--- src/rtl/stepper_pulse_generator.sv ---
// Single-axis step/direction/enable pulse generator driven by signed relative-move commands.
// Every step issued is visible on the pins, so downstream position counters track it exactly.
module stepper_pulse_generator #(
    parameter int PERIOD_W  = 16,
    parameter int PULSE_W   = 50,
    parameter int DIR_SETUP = 25
) (
    input  logic                clk,
    input  logic                rst_n,
    input  logic                cmd_valid,
    output logic                cmd_ready,
    input  logic [31:0]         cmd_steps,
    input  logic [PERIOD_W-1:0] cmd_period,
    input  logic                abort,
    input  logic                hold_enable,
    output logic                stepper_step,
    output logic                stepper_direction,
    output logic                stepper_enable,
    output logic                busy,
    output logic                done,
    output logic [31:0]         steps_remaining
);

    typedef enum logic [2:0] {
        ST_IDLE  = 3'd0,
        ST_SETUP = 3'd1,
        ST_HIGH  = 3'd2,
        ST_LOW   = 3'd3,
        ST_DONE  = 3'd4
    } state_t;

    localparam logic [PERIOD_W-1:0] MIN_PERIOD = PERIOD_W'(2 * PULSE_W);
    localparam logic [PERIOD_W-1:0] SETUP_LAST = PERIOD_W'(DIR_SETUP - 1);
    localparam logic [PERIOD_W-1:0] HIGH_LAST  = PERIOD_W'(PULSE_W - 1);
    localparam logic [PERIOD_W-1:0] LOW_TRIM   = PERIOD_W'(PULSE_W + 1);
    localparam logic [PERIOD_W-1:0] CNT_ONE    = PERIOD_W'(1);
    localparam logic [PERIOD_W-1:0] CNT_ZERO   = PERIOD_W'(0);

    // Absolute value of the step count; 0x8000_0000 maps to 2^31 as an unsigned number.
    function automatic logic [31:0] step_magnitude(input logic [31:0] steps);
        logic [31:0] mag;
        if (steps[31]) begin
            mag = ~steps + 32'd1;
        end else begin
            mag = steps;
        end
        return mag;
    endfunction

    function automatic logic [PERIOD_W-1:0] clamp_period(input logic [PERIOD_W-1:0] period);
        logic [PERIOD_W-1:0] eff;
        if (period < MIN_PERIOD) begin
            eff = MIN_PERIOD;
        end else begin
            eff = period;
        end
        return eff;
    endfunction

    state_t              state_q, state_d;
    logic [PERIOD_W-1:0] cnt_q, cnt_d;
    logic [PERIOD_W-1:0] low_last_q, low_last_d;
    logic [31:0]         rem_q, rem_d;
    logic                dir_q, dir_d;
    logic                step_q, step_d;
    logic                enable_q, enable_d;
    logic                busy_q, busy_d;
    logic                done_q, done_d;
    logic                ready_q, ready_d;
    logic                abort_pend_q, abort_pend_d;
    logic [31:0]         mag_s;

    assign mag_s = step_magnitude(cmd_steps);

    // Next-state and next-output computation for the move sequencer.
    always_comb begin
        state_d      = state_q;
        cnt_d        = cnt_q;
        low_last_d   = low_last_q;
        rem_d        = rem_q;
        dir_d        = dir_q;
        step_d       = 1'b0;
        busy_d       = busy_q;
        done_d       = 1'b0;
        ready_d      = ready_q;
        abort_pend_d = abort_pend_q;
        case (state_q)
            ST_IDLE: begin
                ready_d = 1'b1;
                busy_d  = 1'b0;
                if (cmd_valid && ready_q) begin
                    dir_d        = cmd_steps[31];
                    rem_d        = mag_s;
                    low_last_d   = clamp_period(cmd_period) - LOW_TRIM;
                    abort_pend_d = 1'b0;
                    ready_d      = 1'b0;
                    if (mag_s == 32'd0) begin
                        state_d = ST_DONE;
                        done_d  = 1'b1;
                    end else begin
                        state_d = ST_SETUP;
                        cnt_d   = SETUP_LAST;
                        busy_d  = 1'b1;
                    end
                end else begin
                    state_d = ST_IDLE;
                end
            end
            ST_SETUP: begin
                if (abort) begin
                    state_d = ST_DONE;
                    done_d  = 1'b1;
                    busy_d  = 1'b0;
                end else if (cnt_q == CNT_ZERO) begin
                    state_d = ST_HIGH;
                    step_d  = 1'b1;
                    rem_d   = rem_q - 32'd1;
                    cnt_d   = HIGH_LAST;
                end else begin
                    cnt_d = cnt_q - CNT_ONE;
                end
            end
            ST_HIGH: begin
                abort_pend_d = abort_pend_q | abort;
                if (cnt_q == CNT_ZERO) begin
                    state_d = ST_LOW;
                    cnt_d   = low_last_q;
                end else begin
                    step_d = 1'b1;
                    cnt_d  = cnt_q - CNT_ONE;
                end
            end
            ST_LOW: begin
                abort_pend_d = abort_pend_q | abort;
                // An abort on the final LOW clock still ends the move after this pulse.
                if (cnt_q == CNT_ZERO) begin
                    if ((rem_q != 32'd0) && !(abort_pend_q || abort)) begin
                        state_d = ST_HIGH;
                        step_d  = 1'b1;
                        rem_d   = rem_q - 32'd1;
                        cnt_d   = HIGH_LAST;
                    end else begin
                        state_d = ST_DONE;
                        done_d  = 1'b1;
                        busy_d  = 1'b0;
                    end
                end else begin
                    cnt_d = cnt_q - CNT_ONE;
                end
            end
            ST_DONE: begin
                state_d = ST_IDLE;
                ready_d = 1'b1;
                busy_d  = 1'b0;
            end
            default: begin
                state_d = ST_IDLE;
                ready_d = 1'b1;
                busy_d  = 1'b0;
            end
        endcase
        enable_d = ~(busy_d | hold_enable);
    end

    // State and registered outputs with synchronous active-low reset.
    always_ff @(posedge clk) begin
        if (!rst_n) begin
            state_q      <= ST_IDLE;
            cnt_q        <= CNT_ZERO;
            low_last_q   <= CNT_ZERO;
            rem_q        <= 32'd0;
            dir_q        <= 1'b0;
            step_q       <= 1'b0;
            enable_q     <= 1'b1;
            busy_q       <= 1'b0;
            done_q       <= 1'b0;
            ready_q      <= 1'b1;
            abort_pend_q <= 1'b0;
        end else begin
            state_q      <= state_d;
            cnt_q        <= cnt_d;
            low_last_q   <= low_last_d;
            rem_q        <= rem_d;
            dir_q        <= dir_d;
            step_q       <= step_d;
            enable_q     <= enable_d;
            busy_q       <= busy_d;
            done_q       <= done_d;
            ready_q      <= ready_d;
            abort_pend_q <= abort_pend_d;
        end
    end

    assign cmd_ready         = ready_q;
    assign stepper_step      = step_q;
    assign stepper_direction = dir_q;
    assign stepper_enable    = enable_q;
    assign busy              = busy_q;
    assign done              = done_q;
    assign steps_remaining   = rem_q;

endmodule

--- config.mk ---
export PLATFORM = sky130hd
export DESIGN_NAME = stepper_pulse_generator
export DESIGN_NICKNAME = d
export VERILOG_FILES = /design/src/rtl/stepper_pulse_generator.sv
export SDC_FILE = /design/constraint.sdc
export NUM_CORES = 1
export LEC_CHECK = 0
export ABC_AREA = 1
export BUFFER_PORTS_ARGS = -buffer_cell sky130_fd_sc_hd__buf_4
export CAP_MARGIN = 20
export CORE_UTILIZATION = 58
export DETAILED_ROUTE_END_ITERATION = 8
export GPL_TIMING_DRIVEN = 0
export PLACE_DENSITY = 0.83
export SLEW_MARGIN = 10
export SYNTH_ARGS = -nofsm -noshare
export SYNTH_HDL_FRONTEND = slang
export SYNTH_SLANG_ARGS = --single-unit
--- constraint.sdc ---
create_clock -name clk -period 3.6 [get_ports clk]
set_clock_uncertainty 0.2 [all_clocks]
set_input_delay 0.72 -clock clk [delete_from_list [all_inputs] [get_ports clk]]
set_output_delay 0.72 -clock clk [all_outputs]
set_load 0.02 [all_outputs]
==> results.md, run 1 <==
* Full die area at between 10000 and 15000 um^2
* Pwr dens at about 790 nW/um^2
* Setup tns final at 0 ps
* Core ar. at between 9000 and 10000 um^2
* Mapped Area at 5914 um^2
* Worst Slack Setup Final at approximately 610 ps
* Hold Path End: low_last_q[1]$_SDFFE_PN0P_
* Post-synthesis async set-or-reset flop share at 0
* Clock Tree Root: clkbuf_8
* CTS Sinks at 74
* Skew-Pair Late Insertion Delay at roughly 370 ps
* CTS tree: yes
* Routed wl met2 at roughly 7.4 mm
* Arr. time, crit path at slightly above 3000 ps
* RSZ-0062 raised after global routing: no
* Clk buf depth at 2
* Final-report setup violation count at 0
* DP Worst Slack at between 150 and 200 ps
* Syn_nets at between 1000 and 1500
* Overall die width at around 100 um
* Number of flops mapped to enable cells by yosys at 0
* # H-tree levels at 3
* First DRT Iteration DRCs at roughly 600
* Slowest stage cell, crit path: nor2b_1
* Startpoint Class: input pin
* Die Y at a little over 100 um
* Hold depth at 2
* Synth warn at 0
* R2r worst-path depth at 14
* Gr usage total at 0.3527
* Buffers inserted by post-CTS timing repair at 0
* Post-synth top area share at 0.2505
* Period minus WS final at around 3000 ps
* Crit-path max cell delay at ~350 ps
* Worst path required time at 3650 ps
* Synth unique cells at slightly below 50
* LEAKAGE at approximately 3.4 nW
* Hold Crit Start: low_last_q[1]$_SDFFE_PN0P_
* R2R Path Start: steps_remaining[0]$_SDFFE_PN0P_
* Critical path type: in2reg
* Family with the most delay on the worst path: simple AND/OR/NAND/NOR gates
* Layout area overhead at 17.11%
* Antenna viol nets, final at 0
* Via count at between 6000 and 7000
* Vias per inst at approximately 5.6
* Vias in the first global route at about 5900
* I/O pin total at 91
* Fin. Hold Viols at 0
* Total wire length at approximately 18 mm
* Fmax at 334.5 MHz
* Fin crit share at 0.8303
* Post-cts hold buffer count at 0
* Sequential area share after synthesis at 0.2505
* Clock-pin slew on the worst setup and hold paths at approximately 90 ps
* Wire per inst at between 10 and 15 um
* Worst min path class: reg2reg
* Measured slew at the worst slew-check pin at ~700 ps
* VDD IR max at around 0.5 mV
* Slew HR at 0.5273
* Max Used Layer: met4
* Status: finished, final reports clean
* HPWL Detailed at about 14 mm
* CP bufs+invs at 3
* CP Max Fanout at 7
* Flop-to-flop setup slack at roughly 810 ps
* Worst path cell trace: buf_4 -> inv_1 -> nand2_1 -> nor3_1 -> nand2_1 -> nor2b_1 -> nor2_1 -> ha_1 -> inv_1 -> nand3_1 -> nand2_1 -> nand2_1 -> nor3_1 -> xnor2_1 -> a21oi_1
* Main flop type after synthesis: dfxtp_1
* GPL Wtd Cong at around 0.95
* Critical Path Source: cmd_period[9]
* Syn_area_per_cell at 5.844 um^2
* Min Hold Slack at 281.4 ps
* PortBufs at 88
* CTS Buf Count at 9
* Slew Viols, Final at 0
* Initial Utilization at 0.6023
* Detailed Routing Iterations Pass 1 at 8
* Share of cells above drive strength 1 at 0.1470
* CP dominant cell by count: nand2_1
* Synth area leaders: dfxtp_1, nand2_1, nor2_1, inv_1, nand3_1
* Met1 wire length at 8.334 mm
* Max-cap violation count at 0
* Initial antenna violation count at 0
* Total gr overflow at 0
* Yosys top cell by area: dfxtp_1
* DRC at 0
* Met3 WL post-DR at 1.875 mm
* Antenna cell count at 0
* CP Capture Type: flip-flop
* # resized after CTS at 0
* Nets at roughly 1200
* Placement Rows at 36
* Largest net degree at the start of global routing at 16
* First-pass GRT wire length at around 29 mm
* Post-Syn Instances at 1012
* Synth Register Bits at 74
* R2R Path End: steps_remaining[5]$_SDFFE_PN0P_
==> layer usage <==
layer | up-vias | track usage
li1 | 3480 | -
met1 | 3053 | 0.5149
met2 | 368 | 0.5103
met3 | 42 | 0.06305
met4 | 0 | 0.1376
met5 | - | 0
==> worst min-delay path, cell delays in order, from the launching register on <==
cell and delay, ps:
dfxtp_1 310, inv_1 70, a21oi_1 60
==> cell usage in the layout, fill, tap and decap left out, drive strengths merged, types with 2 or more instances in the layout <==
cell,n
o21bai,2
xnor2,12
nand3b,5
xor2,20
inv,132
ha,4
nor2,168
or2,3
o21a,2
o21ai,66
buf,104
clkbuf,27
nand2,274
o221ai,3
a31oi,8
clkinvlp,2
o211ai,17
nor4,2
a211oi,6
nor3,15
dfxtp,74
clkinv,2
o22ai,4
a311oi,2
a21oi,53
nand3,78
nand4,22
==> Yosys cell counts (2+ instances only) <==
library cell,number
nor2_1,155
xor2_1,20
nor4_1,2
o21bai_1,2
nor2_4,2
clkbuf_1,17
nand2_2,5
a21oi_1,53
a211oi_1,5
buf_4,9
nand2_1,268
xnor2_1,12
inv_2,13
o21ai_1,4
dfxtp_1,74
buf_2,6
o221ai_1,3
nor2_2,10
a31oi_1,8
o211ai_1,17
or2_2,3
o22ai_1,4
nor3_1,14
a311oi_1,2
o21ai_2,2
nand3_1,75
o21a_1,2
o21ai_0,60
inv_1,115
nand3b_1,5
ha_1,4
nand3_2,3
nand4_1,22
==> registers in the layout, summed over array words and instances, names as in the netlist, 3 cells and up <==
signal and count:
cnt_q 16, low_last_q 16, state_q 3, steps_remaining 32
==> final cells by class <==
type,count,area (um^2)
tap,133,166.4
clock buffer,9,123.9
inverter,129,484.2
timing repair buffer,88,660.6
clock inverter,7,61.31
multi-input combinational,775,3769
buffer,34,180.2
sequential,74,1481
fill,945,2893
==> cells by family (layout without fill, tap and decap cells) <==
group,count (synthesis),after routing,synth area share
xor gates and xnor gates,32,32,0.04739
and+or+nand+nor,569,569,0.4136
DFF,74,74,0.2505
AOI/OAI and AO/OA,170,170,0.1678
adders and majority gates,4,4,0.008462
buffers and inverters,163,267,0.1123
==> where the power goes <==
group / leakage [nW] / total (W) / internal [W] / switching (W)
registers: 0.610 / 0.00143 / 0.00112 / 0.000311
logic: 2.65 / 0.00344 / 0.00121 / 0.00223
clock network: 0.0888 / 0.000638 / 0.000263 / 0.000375
total: 3.35 / 0.00550 / 0.00259 / 0.00291
==> worst max-delay path by stage <==
stage	end	slack, ps	cells after the start
3_3_place_gp	low_last_q[12]$_SDFFE_PN0P_	230	15
3_5_place_dp	low_last_q[12]$_SDFFE_PN0P_	200	15
5_1_grt	low_last_q[14]$_SDFFE_PN0P_	240	15
2_1_floorplan	low_last_q[12]$_SDFFE_PN0P_	700	13
6_report	low_last_q[12]$_SDFFE_PN0P_	610	15
4_1_cts	low_last_q[12]$_SDFFE_PN0P_	590	15
==> metrics by stage <==
| stage | utilization | cells | total power (W) | area (um^2) |
|---|---|---|---|---|
| 2_1_floorplan | - | 1012 | 0.003776 | 5914 |
| 4_1_cts | 0.7054 | 1249 | 0.005412 | 6927 |
| 5_1_grt | 0.7054 | 1249 | 0.005929 | 6927 |
| 3_3_place_gp | 0.6865 | 1233 | 0.004718 | 6741 |
| 3_5_place_dp | 0.6865 | 1233 | 0.004773 | 6741 |
| 6_report | 0.7054 | 1249 | 0.005501 | 6927 |
Note: power is estimated with default switching activity, not from simulation.
==> run 2: changes to the inputs <==
- CORE_UTILIZATION: 58 -> 53
- PLACE_DENSITY: 0.83 -> 0.8
- clock period: 3.6 -> 2.5 ns (I/O delays scaled with it)
==> run 2 against run 1 <==
  * Sequential share of layout area decreased by 1.6 points
  * First-iteration DRC count increased by 15%
  * Combinational power increased by 61%
  * Total power increased by 55%
  * Wire length increased by 8.4%
  * Clock power increased by 44%
  * Count of clock-buffer cells in the layout unchanged
  * Flip-flop and latch count unchanged
  * Critical path type unchanged
==> results.md, run 2 (same netlist as run 1, synthesis figures left out) <==
* Status: finished, final reports clean
* Clock Tree Root: clkbuf_8
* Full die area at roughly 12000 um^2
* Vias in the first global route at 6237
* Via count at 7200
* Routed wl met2 at around 8.4 mm
* Layout area overhead at 26.87%
* Clk buf depth at 2
* Core ar. at between 10000 and 15000 um^2
* Final-report setup violation count at 0
* Critical path type: in2reg
* CP Max Fanout at 8
* Period minus WS final at approximately 2400 ps
* Post-cts hold buffer count at 0
* Gr usage total at 0.3347
* Detailed Routing Iterations Pass 1 at 5
* Fin. Hold Viols at 0
* Arr. time, crit path at 2500 ps
* PortBufs at ~90
* Die Y at ~110 um
* Max reg flops at 32
* CP dominant cell by count: nand2_1
* Critical Path Source: cmd_steps[0]
* Most frequent cells in the layout: nand2_1, nor2_1, inv_1, buf_4, dfxtp_1
* Max-cap violation count at 0
* VDD IR max at 0.6330 mV
* Overall power at 0.008514 W
* Area occupied by multi-input gates at a little over 4000 um^2
* Initial Utilization at 0.5456
* Total gr overflow at 0
* Met3 WL post-DR at 2.176 mm
* First DRT Iteration DRCs at about 710
* Fmax at around 400 MHz
* Max Used Layer: met4
* R2r worst-path depth at 12
* Worst path required time at 2570 ps
* Fin crit share at 0.9710
* Overall die width at approximately 110 um
* HPWL Detailed at roughly 14 mm
* Nets at 1188
* CP Capture Type: flip-flop
* Sequential cell area at about 1500 um^2
* Hold depth at 2
* Antenna viol nets, final at 0
* Slew Viols, Final at 0
* R2R Path Start: cnt_q[1]$_SDFFE_PN0P_
* Largest net degree at the start of global routing at 16
* Vias per inst at 5.643
* CTS Buf Count at 9
* Total wire length at between 15 and 20 mm
* Startpoint Class: input pin
* Fillers at a little under 1000
* Setup tns final at 0 ps
* Hold Crit Start: hold_enable
* Measured slew at the worst slew-check pin at around 600 ps
* # H-tree levels at 3
* Pwr dens at between 1000 and 1500 nW/um^2
* RSZ-0062 raised after global routing: yes
* Worst path cell trace: buf_6 -> inv_4 -> ha_4 -> nand3_4 -> nand2_8 -> nand2_8 -> nor2_8 -> buf_4 -> nand2_1 -> nand2_1 -> nor2_1 -> nand3_1 -> nor2_2 -> nand4_1 -> nand3_4 -> buf_6 -> nand2_1 -> nand2_1 -> nor2_1
* Worst min path class: in2reg
* Wire per inst at roughly 15 um
* Clock-pin slew on the worst setup and hold paths at 90 ps
* Initial antenna violation count at 0
* First-pass GRT wire length at 30.57 mm
* Antenna cell count at 0
* Slew HR at 0.6003
* Most common cell after layout, fill and taps aside: nand2_1
* DRC at 0
* Slowest stage cell, crit path: nand4_1
* Placement Rows at 38
* GPL Wtd Cong at between 0.9 and 1
* CTS Sinks at 74
* Met1 wire length at roughly 8.6 mm
* CTS tree: yes
* Share of cells above drive strength 1 at 0.2210
* Skew-Pair Late Insertion Delay at ~370 ps
* I/O pin total at roughly 90
* Crit-path max cell delay at 210 ps
* LEAKAGE at between 3 and 4 nW
==> run 2: cell types whose count changed in the layout (fill, tap and decap cells not counted), sizes merged <==
| cell | delta |
|---|---|
| clkinv | +1 |
| clkbuf | +1 |
| inv | -1 |
| buf | +19 |
==> run 2: worst max-delay path, delay by kind of cell <==
kind / cells / cell delay [ps]
adders and majority gates: 1 / 160
buffers and inverters: 4 / 390
and+or+nand+nor: 14 / 1430
==> run 2: metal layers <==
| metal | vias up | track usage |
|---|---|---|
| li1 | 3532 | - |
| met1 | 3224 | 0.4833 |
| met2 | 409 | 0.4863 |
| met3 | 35 | 0.07506 |
| met4 | 0 | 0.1067 |
| met5 | - | 0 |
==> run 2: worst paths after layout <==
| check | to | slack [ps] |
|---|---|---|
| max | cnt_q[1]$_SDFFE_PN0P_ | 70 |
| min reg2reg | low_last_q[5]$_SDFFE_PN0P_ | 280 |
| min | stepper_enable$_SDFF_PN1_ | 120 |
| max reg2reg | cnt_q[0]$_SDFFE_PN0P_ | 80 |
==> run 2: repair_timing <==
item	4_1_cts	5_1_grt
hold endpoints to repair	0	0
pin swaps	6	32
gates resized for setup	11	99
setup buffers	7	11
cloned	0	2
setup endpoints to repair	50	63
==> run 2: layout make-up <==
cell class	count	area share
well taps	140	0.02334
inverters	129	0.06553
clock buffers	9	0.01651
plain buffers	34	0.02735
flip-flops and latches	74	0.1974
repair buffers	108	0.1124
multi-input cells	775	0.5493
clock inverters	7	0.008171
==> run 2: metrics by stage <==
stage | instance area (um^2) | util | cells | hold slack (ps) | worst slack (ps)
after global routing | 7503 | 0.6922 | 1276 | 134.3 | -102.4
final | 7503 | 0.6922 | 1276 | 115.5 | 72.45
after global placement | 6775 | 0.6250 | 1240 | 258.3 | -502.1
after detailed placement | 6775 | 0.6250 | 1240 | 262.3 | -529.0
after floorplan | 5939 | - | 1012 | 229.5 | 31.67
after CTS | 7058 | 0.6511 | 1263 | 117.2 | 0.1286
==> run 2: report_power, final <==
group	switching [W]	total [W]	leakage, nW	internal, W
clock	0.000542	0.000919	0.0884	0.000377
sequential	0.000455	0.00206	0.610	0.00161
combinational	0.00349	0.00553	2.82	0.00204
==> run 3: changes to the inputs <==
- CORE_MARGIN: default -> 2
- SETUP_SLACK_MARGIN: default -> 0.02
==> run 3 against run 2 <==
  * Sequential share of layout area is 0.29 points lower
  * Non-clock buffer count rose by 10
  * Global-route usage down 1.3 points
  * Setup slack lost 38 ps
  * Total power decreased by 0.79%
  * Via count increased by 0.65%
  * Highest routed layer unchanged
==> results.md, run 3 (same netlist as run 1, synthesis figures left out) <==
* Antenna cell count at 0
* Most frequent cells in the layout: nand2_1, nor2_1, buf_4
* Clock Tree Root: clkbuf_8
* Area occupied by multi-input gates at about 4200 um^2
* Fmax at 405.6 MHz
* Nets at 1198
* Max-cap violation count at 0
* Share of cells above drive strength 1 at 0.2491
* Startpoint Class: input pin
* Arr. time, crit path at roughly 2500 ps
* PortBufs at 88
* Skew-Pair Late Insertion Delay at about 360 ps
* Final-report setup violation count at 0
* Clock-pin slew on the worst setup and hold paths at approximately 80 ps
* VDD IR max at 0.8144 mV
* I/O pin total at 91
* Initial Utilization at 0.5456
* Max reg flops at 32
* CP Capture Type: flip-flop
* Vias per inst at between 5 and 6
* Total gr overflow at 0
* Via count at ~7200
* Vias in the first global route at 5999
* GPL Wtd Cong at 0.9994
* Placement Rows at 38
* Cell Area, Placed at slightly below 7000 um^2
* Critical path type: in2reg
* Total wire length at around 20 mm
* First DRT Iteration DRCs at roughly 750
* Slew Viols, Final at 0
* Layout area overhead at 28.73%
* LEAKAGE at ~3.6 nW
* Gr usage total at 0.3214
* Period minus WS final at between 2000 and 2500 ps
* Fin crit share at 0.9862
* Final instance area at around 7600 um^2
* CTS Buf Count at 9
* CP Max Fanout at 10
* # H-tree levels at 3
* Fin. Hold Viols at 0
* Largest net degree at the start of global routing at 12
* Sequential cell area at about 1500 um^2
* Pwr dens at approximately 1100 nW/um^2
* RSZ-0062 raised after global routing: yes
* Worst path required time at 2550 ps
* Wire per inst at 15.60 um
* Slew HR at 0.5828
* CTS Sinks at 74
* Worst min path class: in2reg
* Antenna viol nets, final at 0
* Die Y at between 100 and 150 um
* Fillers at 965
* Detailed Routing Iterations Pass 1 at 7
* Post-cts hold buffer count at 0
* Most common cell after layout, fill and taps aside: nand2_1
* Min Hold Slack at roughly 130 ps
* HPWL Detailed at about 14 mm
* Core ar. at 10840 um^2
* Overall die width at between 100 and 150 um
* First-pass GRT wire length at roughly 30 mm
* Full die area at ~12000 um^2
* Status: finished, final reports clean
* Clk buf depth at 2
* Initial antenna violation count at 0
* Measured slew at the worst slew-check pin at about 630 ps
* DRC at 0
* CTS tree: yes
[run 3: layout make-up]
type                            count  share of cell area
Buffer                             34             0.02695
Tap cell                          140             0.02301
Multi-Input combinational cell    775              0.5523
Clock buffer                       11             0.01726
Timing Repair Buffer              118              0.1185
Inverter                          129             0.06491
Sequential cell                    74              0.1946
Clock inverter                      3            0.002465
[run 3: critical path: stages]
cell and delay (ps):
buf_4 190, buf_2 300, nand2_1 120, xor2_1 190, nor3_1 170, nand3_1 180, nor2_4 150, nand4_1 210
nand3_4 200, buf_6 160, nand2_2 60, nand2_2 50, nor2_1 50
[run 3: per-stage QoR]
step,std cells,TNS [ps],power [W],setup WS (ps),utilization
2_1_floorplan,1012,0,0.005439,31.67,-
3_3_place_gp,1240,-14580,0.006829,-494.1,0.6250
3_5_place_dp,1240,-16870,0.006874,-528.6,0.6250
4_1_cts,1263,0,0.007845,9.395,0.6485
5_1_grt,1284,-1375,0.009071,-118.7,0.7023
6_report,1284,0,0.008447,34.62,0.7023
[run 3: worst paths after layout]
| check | from | to | slack, ps | depth (start not counted) |
|---|---|---|---|---|
| min reg2reg | abort_pend_q$_SDFFE_PN0P_ | abort_pend_q$_SDFFE_PN0P_ | 280 | 2 |
| min | hold_enable | stepper_enable$_SDFF_PN1_ | 130 | 2 |
| max | cmd_steps[31] | cnt_q[1]$_SDFFE_PN0P_ | 30 | 13 |
| max reg2reg | steps_remaining[0]$_SDFFE_PN0P_ | cnt_q[1]$_SDFFE_PN0P_ | 140 | 16 |
[run 3: power by group]
part           internal, W  switching (W)  leakage, nW
Sequential         0.00161       0.000458        0.610
Combinational      0.00205        0.00353         2.87
Clock             0.000349       0.000453       0.0790
[run 3: per-layer routing]
layer,share of wire,vias up,GRT usage
li1,-,3545,-
met1,0.43,3248,0.4761
met2,0.44,407,0.4757
met3,0.11,47,0.06698
met4,0.021,0,0.07233
met5,0,-,0
[run 3: timing repair]
| item | in CTS | in global routing |
|---|---|---|
| resized for setup | 13 | 132 |
| cloned | 2 | 1 |
| buffers inserted | 7 | 20 |
| pin swaps | 5 | 44 |
| endpoints found under the setup margin | 53 | 65 |
| hold endpoints to repair | 0 | 0 |
